===== src/rtl/dmux4way_pkg.sv =====
// dmux4way_pkg: shared channel constants, dispatcher state type and select decode
package dmux4way_pkg;
  localparam int NUM_CH = 4;
  localparam int SEL_W = 2;
  typedef enum logic {EMPTY, FULL} state_t;
  function automatic logic [NUM_CH-1:0] onehot(input logic [SEL_W-1:0] s);
    return NUM_CH'(1) << s;
  endfunction
endpackage


===== src/rtl/rr_pick4.sv =====
// rr_pick4: first enabled channel at or after ptr, wrapping modulo 4
module rr_pick4
  import dmux4way_pkg::*;
(
  input  logic [SEL_W-1:0]  ptr,
  input  logic [NUM_CH-1:0] en,
  output logic [SEL_W-1:0]  pick,
  output logic              any
);
  // scan farthest-first so the nearest enabled channel wins
  always_comb begin
    pick = '0;
    for (int k = NUM_CH - 1; k >= 0; k--)
      if (en[ptr + SEL_W'(k)]) pick = ptr + SEL_W'(k);
  end
  assign any = |en;
endmodule


===== src/rtl/dmux4way_dispatch.sv =====
// dmux4way_dispatch: round-robin 1-to-4 dispatcher with a one-entry holding register
// Optional per-channel saturating delivery counters under DMUX4WAY_DISPATCH_CNT_EN.
module dmux4way_dispatch
  import dmux4way_pkg::*;
#(
  parameter int W  = 4,
  parameter int CW = 8
) (
  input  logic              clk,
  input  logic              reset,
  input  logic [NUM_CH-1:0] cfg_en,
  input  logic              in_valid,
  input  logic [W-1:0]      in_data,
  output logic              in_ready,
  output logic [NUM_CH-1:0] out_valid,
  output logic [W-1:0]      out_data,
  input  logic [NUM_CH-1:0] out_ready,
  output logic [SEL_W-1:0]  out_sel,
  output logic              busy
`ifdef DMUX4WAY_DISPATCH_CNT_EN
  ,
  output logic [NUM_CH*CW-1:0] beat_cnt,
  input  logic                 cnt_clr
`endif
);
  state_t r_state, w_nstate;
  logic [SEL_W-1:0] r_ptr, r_tgt, w_pick;
  logic [W-1:0] r_data;
  logic w_any, w_accept, w_deliver;
  rr_pick4 u_pick (.ptr(r_ptr), .en(cfg_en), .pick(w_pick), .any(w_any));
  assign busy      = r_state == FULL;
  assign w_deliver = busy & out_ready[r_tgt];
  assign in_ready  = w_any & (~busy | out_ready[r_tgt]);
  assign w_accept  = in_valid & in_ready;
  assign out_valid = busy ? onehot(r_tgt) : '0;
  assign out_data  = busy ? r_data : '0;
  assign out_sel   = busy ? r_tgt : '0;
  always_comb begin
    w_nstate = w_accept ? FULL : (w_deliver ? EMPTY : r_state);
  end
  // the held target is latched at accept, so mask changes never retarget it
  always_ff @(posedge clk or posedge reset) begin
    if (reset) begin
      r_state <= EMPTY;
      r_ptr   <= '0;
      r_tgt   <= '0;
      r_data  <= '0;
    end else begin
      r_state <= w_nstate;
      if (w_accept) begin
        r_data <= in_data;
        r_tgt  <= w_pick;
        r_ptr  <= w_pick + SEL_W'(1);
      end
    end
  end
`ifdef DMUX4WAY_DISPATCH_CNT_EN
  for (genvar c = 0; c < NUM_CH; c++) begin : g_cnt
    logic [CW-1:0] r_cnt;
    always_ff @(posedge clk or posedge reset) begin
      if (reset) r_cnt <= '0;
      else if (cnt_clr) r_cnt <= '0;
      else if (w_deliver && r_tgt == SEL_W'(c) && r_cnt != '1) r_cnt <= r_cnt + CW'(1);
    end
    assign beat_cnt[c*CW +: CW] = r_cnt;
  end
`endif
endmodule


===== config.mk =====
export PLATFORM = sky130hd
export DESIGN_NAME = dmux4way_dispatch
export DESIGN_NICKNAME = d
export VERILOG_FILES = /design/src/rtl/dmux4way_pkg.sv /design/src/rtl/rr_pick4.sv /design/src/rtl/dmux4way_dispatch.sv
export SDC_FILE = /design/constraint.sdc
export NUM_CORES = 1
export LEC_CHECK = 0
export ABC_AREA = 1
export BUFFER_PORTS_ARGS = -buffer_cell sky130_fd_sc_hd__buf_2
export CAP_MARGIN = 15
export CELL_PAD_IN_SITES_DETAIL_PLACEMENT = 1
export CELL_PAD_IN_SITES_GLOBAL_PLACEMENT = 1
export CORE_MARGIN = 4
export CORE_UTILIZATION = 32
export CTS_BUF_LIST = sky130_fd_sc_hd__clkbuf_8
export DETAILED_ROUTE_END_ITERATION = 10
export GPL_TIMING_DRIVEN = 0
export PLACE_DENSITY = 0.91
export SETUP_SLACK_MARGIN = 0.5
export SLEW_MARGIN = 20
export SYNTH_ARGS = -nofsm -noshare
export SYNTH_HDL_FRONTEND = slang
export SYNTH_SLANG_ARGS = --single-unit

===== constraint.sdc =====
create_clock -name clk -period 1.8 [get_ports clk]
set_clock_uncertainty 0.1 [all_clocks]
set_input_delay 0.18 -clock clk [delete_from_list [all_inputs] [get_ports clk]]
set_output_delay 0.18 -clock clk [all_outputs]
set_load 0.02 [all_outputs]

==> results.yml <==
outcome:
  status: "finished, final reports clean"
grt:
  track_usage: 0.2092
  grt_pass1_wl_mm: 4.409
  antenna_found_initial: 1
  grt_pass1_vias: 1008
  grt_max_degree: 10
  grt_overflow: 0
die:
  coreArea_um2: 2002
  chipHeight_um: 54.54
  fp-row-count: 16
  die-area_um2: 2975
  start_util: 0.3463
  die_width_um: 54.54
  ioPinCount: 27
synth:
  synth_top_area_cell: "nand2_1"
  synth_area_um2: 693.2
  synthTopCellsByArea: "nand2_1, dfrtp_1, inv_1, o21ai_0, nor2_1"
  synthCells: 116
  synth_fp_nets: 131
  ys_ff_latch: 9
  ys_types: 16
  synth.top_cell.area_share: 0.3303
  syn_avg_cell_area_um2: 5.976
  ys_warn_count: 0
  ys_seq_area_frac: 0.3249
finish:
  drive_gt1_frac: 0.5689
  syn_to_final_growth_pct: 87.73
  num-nets-final: 183
  stdcell_count: 195
  nFillCells: 260
sta:
  slew_headroom: 0.7291
  whs_ps: 57.94
  rsz0062_at_grt: "yes"
  worst_pin_slew_ps: 405.8
  period_share: 0.9427
  fmax_mhz: 589.3
  hold_violations: 0
  setup-violations-final: 0
  period_needed_ps: 1697
  setup_tns_ps: 0
  slew_viol_final: 0
placement:
  port_buffers: 26
  post-dp-hpwl_mm: 1.699
  place_inst: 169
  gp_congestion: 0.8022
critical_path:
  path_cells: "inv_4, nand2_1, nand2_1, nand2_1, nand3_2, buf_6, nand3_4, inv_6, nand3_4, nand2_1, nand2_1"
  crit_family: "simple AND/OR/NAND/NOR gates"
  path_common_cell: "nand2_1"
  arrival_ps: 1730
  startpoint_type: "flop"
  r2r_slack_ps: 100
  critPathSlowestCell: "dfrtp_2"
  cp_slowest_stage_delay_ps: 450
  crit_buf_inv: 3
  critical_path.endpoint_type: "flop"
  required_ps: 1830
  crit_fanout: 7
  path_class: "flop to flop"
routing:
  vias: 1044
  routed_wl_mm: 4.266
  via_per_inst: 5.354
  drc: 0
  dr.pass1.iters: 4
  wl_per_cell_um: 21.88
  antenna_left: 0
  drt_iter0_markers: 12
worst_hold_path:
  hp-class: "input pin to flop"
pwr:
  p_leak_uw: 0.0007433
  pwr_density_cell_nw_per_um2: 2253
  vdd_drop_max_uv: 1307
clock_network:
  numCtsBuffers: 3
  clockBufferDepth: 2
  path_clk_slew_ps: 50
  htree_levels: 1
  cts_sinks: 9
  cts_tree: "yes"
  cts_root_buffer: "clkbuf_8"
  clk_latency_ps: 250
flow_run:
  max-cap-violations: 0
-- per-stage QoR --
step / cell area, µm² / utilization / total power [µW] / worst slack (ps)
final: 1301 / 0.6500 / 2931 / 103.1
after detailed placement: 865.8 / 0.4325 / 1538 / 234.2
after global placement: 865.8 / 0.4325 / 1465 / 305.8
after floorplan: 701.9 / - / 1216 / 455.4
after CTS: 1079 / 0.5388 / 2137 / 282.3
after global routing: 1301 / 0.6500 / 3082 / 7.666
-- Yosys cell counts, drive strengths merged --
cell    n
nor2    7
nand4   1
inv    17
buf     2
nor3b   1
o21ai   7
nand2  63
nand3   8
a21oi   1
dfrtp   9
-- final timing paths --
kind,start,end,cells past startpoint
min reg2reg,r_data[0]$_DFFE_PP0P_,r_data[0]$_DFFE_PP0P_,2
max,r_tgt[0]$_DFFE_PP0P_,r_ptr[1]$_DFFE_PP0P_,11
max reg2reg,r_tgt[0]$_DFFE_PP0P_,r_ptr[1]$_DFFE_PP0P_,11
max in group asynchronous,reset,r_tgt[1]$_DFFE_PP0P_,3
min in group asynchronous,reset,r_data[2]$_DFFE_PP0P_,3
min,in_data[2],r_data[2]$_DFFE_PP0P_,3
-- layout by cell type (no fill, tap or decap), types with 4 or more instances in the layout --
cell and count:
inv_1 8, buf_6 18, nand2_4 7, inv_2 7
nand2_2 15, nand2_1 41, buf_2 15, nand3_1 4
dfrtp_1 6, buf_4 15, nor2_1 5
-- per-layer routing --
metal | share of wire | global-route usage | vias up
met4 | 0.050 | 0.07884 | 0
li1 | - | - | 458
met5 | 0 | 0 | -
met1 | 0.41 | 0.1947 | 517
met2 | 0.49 | 0.4303 | 50
met3 | 0.051 | 0.04360 | 19
-- registers in the layout (all words and copies together), names as in the netlist --
name,count
r_data,4
r_ptr,2
r_tgt,2
busy,1
-- power by group --
group,internal [µW],switching (µW)
Clock,151,107
Combinational,934,1270
Sequential,312,160
Total,1400,1530
-- tightest hold or removal path: cells and delay by family --
kind	cells	cell delay, ps
buffers and inverters	1	80
AND/OR/NAND/NOR	2	110
-- final cells by class --
type	instances	area (µm²)	area share
flip-flops and latches	9	229.0	0.1760
inverters	17	73.82	0.05673
clock inverters	1	3.754	0.002885
repair buffers	47	377.9	0.2904
clock buffers	3	41.29	0.03173
diodes	1	2.502	0.001923
plain buffers	2	22.52	0.01731
multi-input cells	88	516.7	0.3971
well taps	27	33.78	0.02596
-- cell families (layout without fill, tap and decap cells) --
group           after synthesis  count (layout)  synth area share
other cells                   0               1                 0
buf+inv                      19              70            0.1209
simple gates                 80              80            0.4964
compound gates                8               8           0.05775
flops                         9               9            0.3249
-- repair_timing --
action                     CTS  global route
gates cloned                 1             0
hold buffers                 1             0
resized for setup           24            55
hold endpoints to repair     9             0
setup buffers               12             7
pin swaps                    7            15
setup endpoints to repair   17            20
Power figures use the tool's default switching activity.
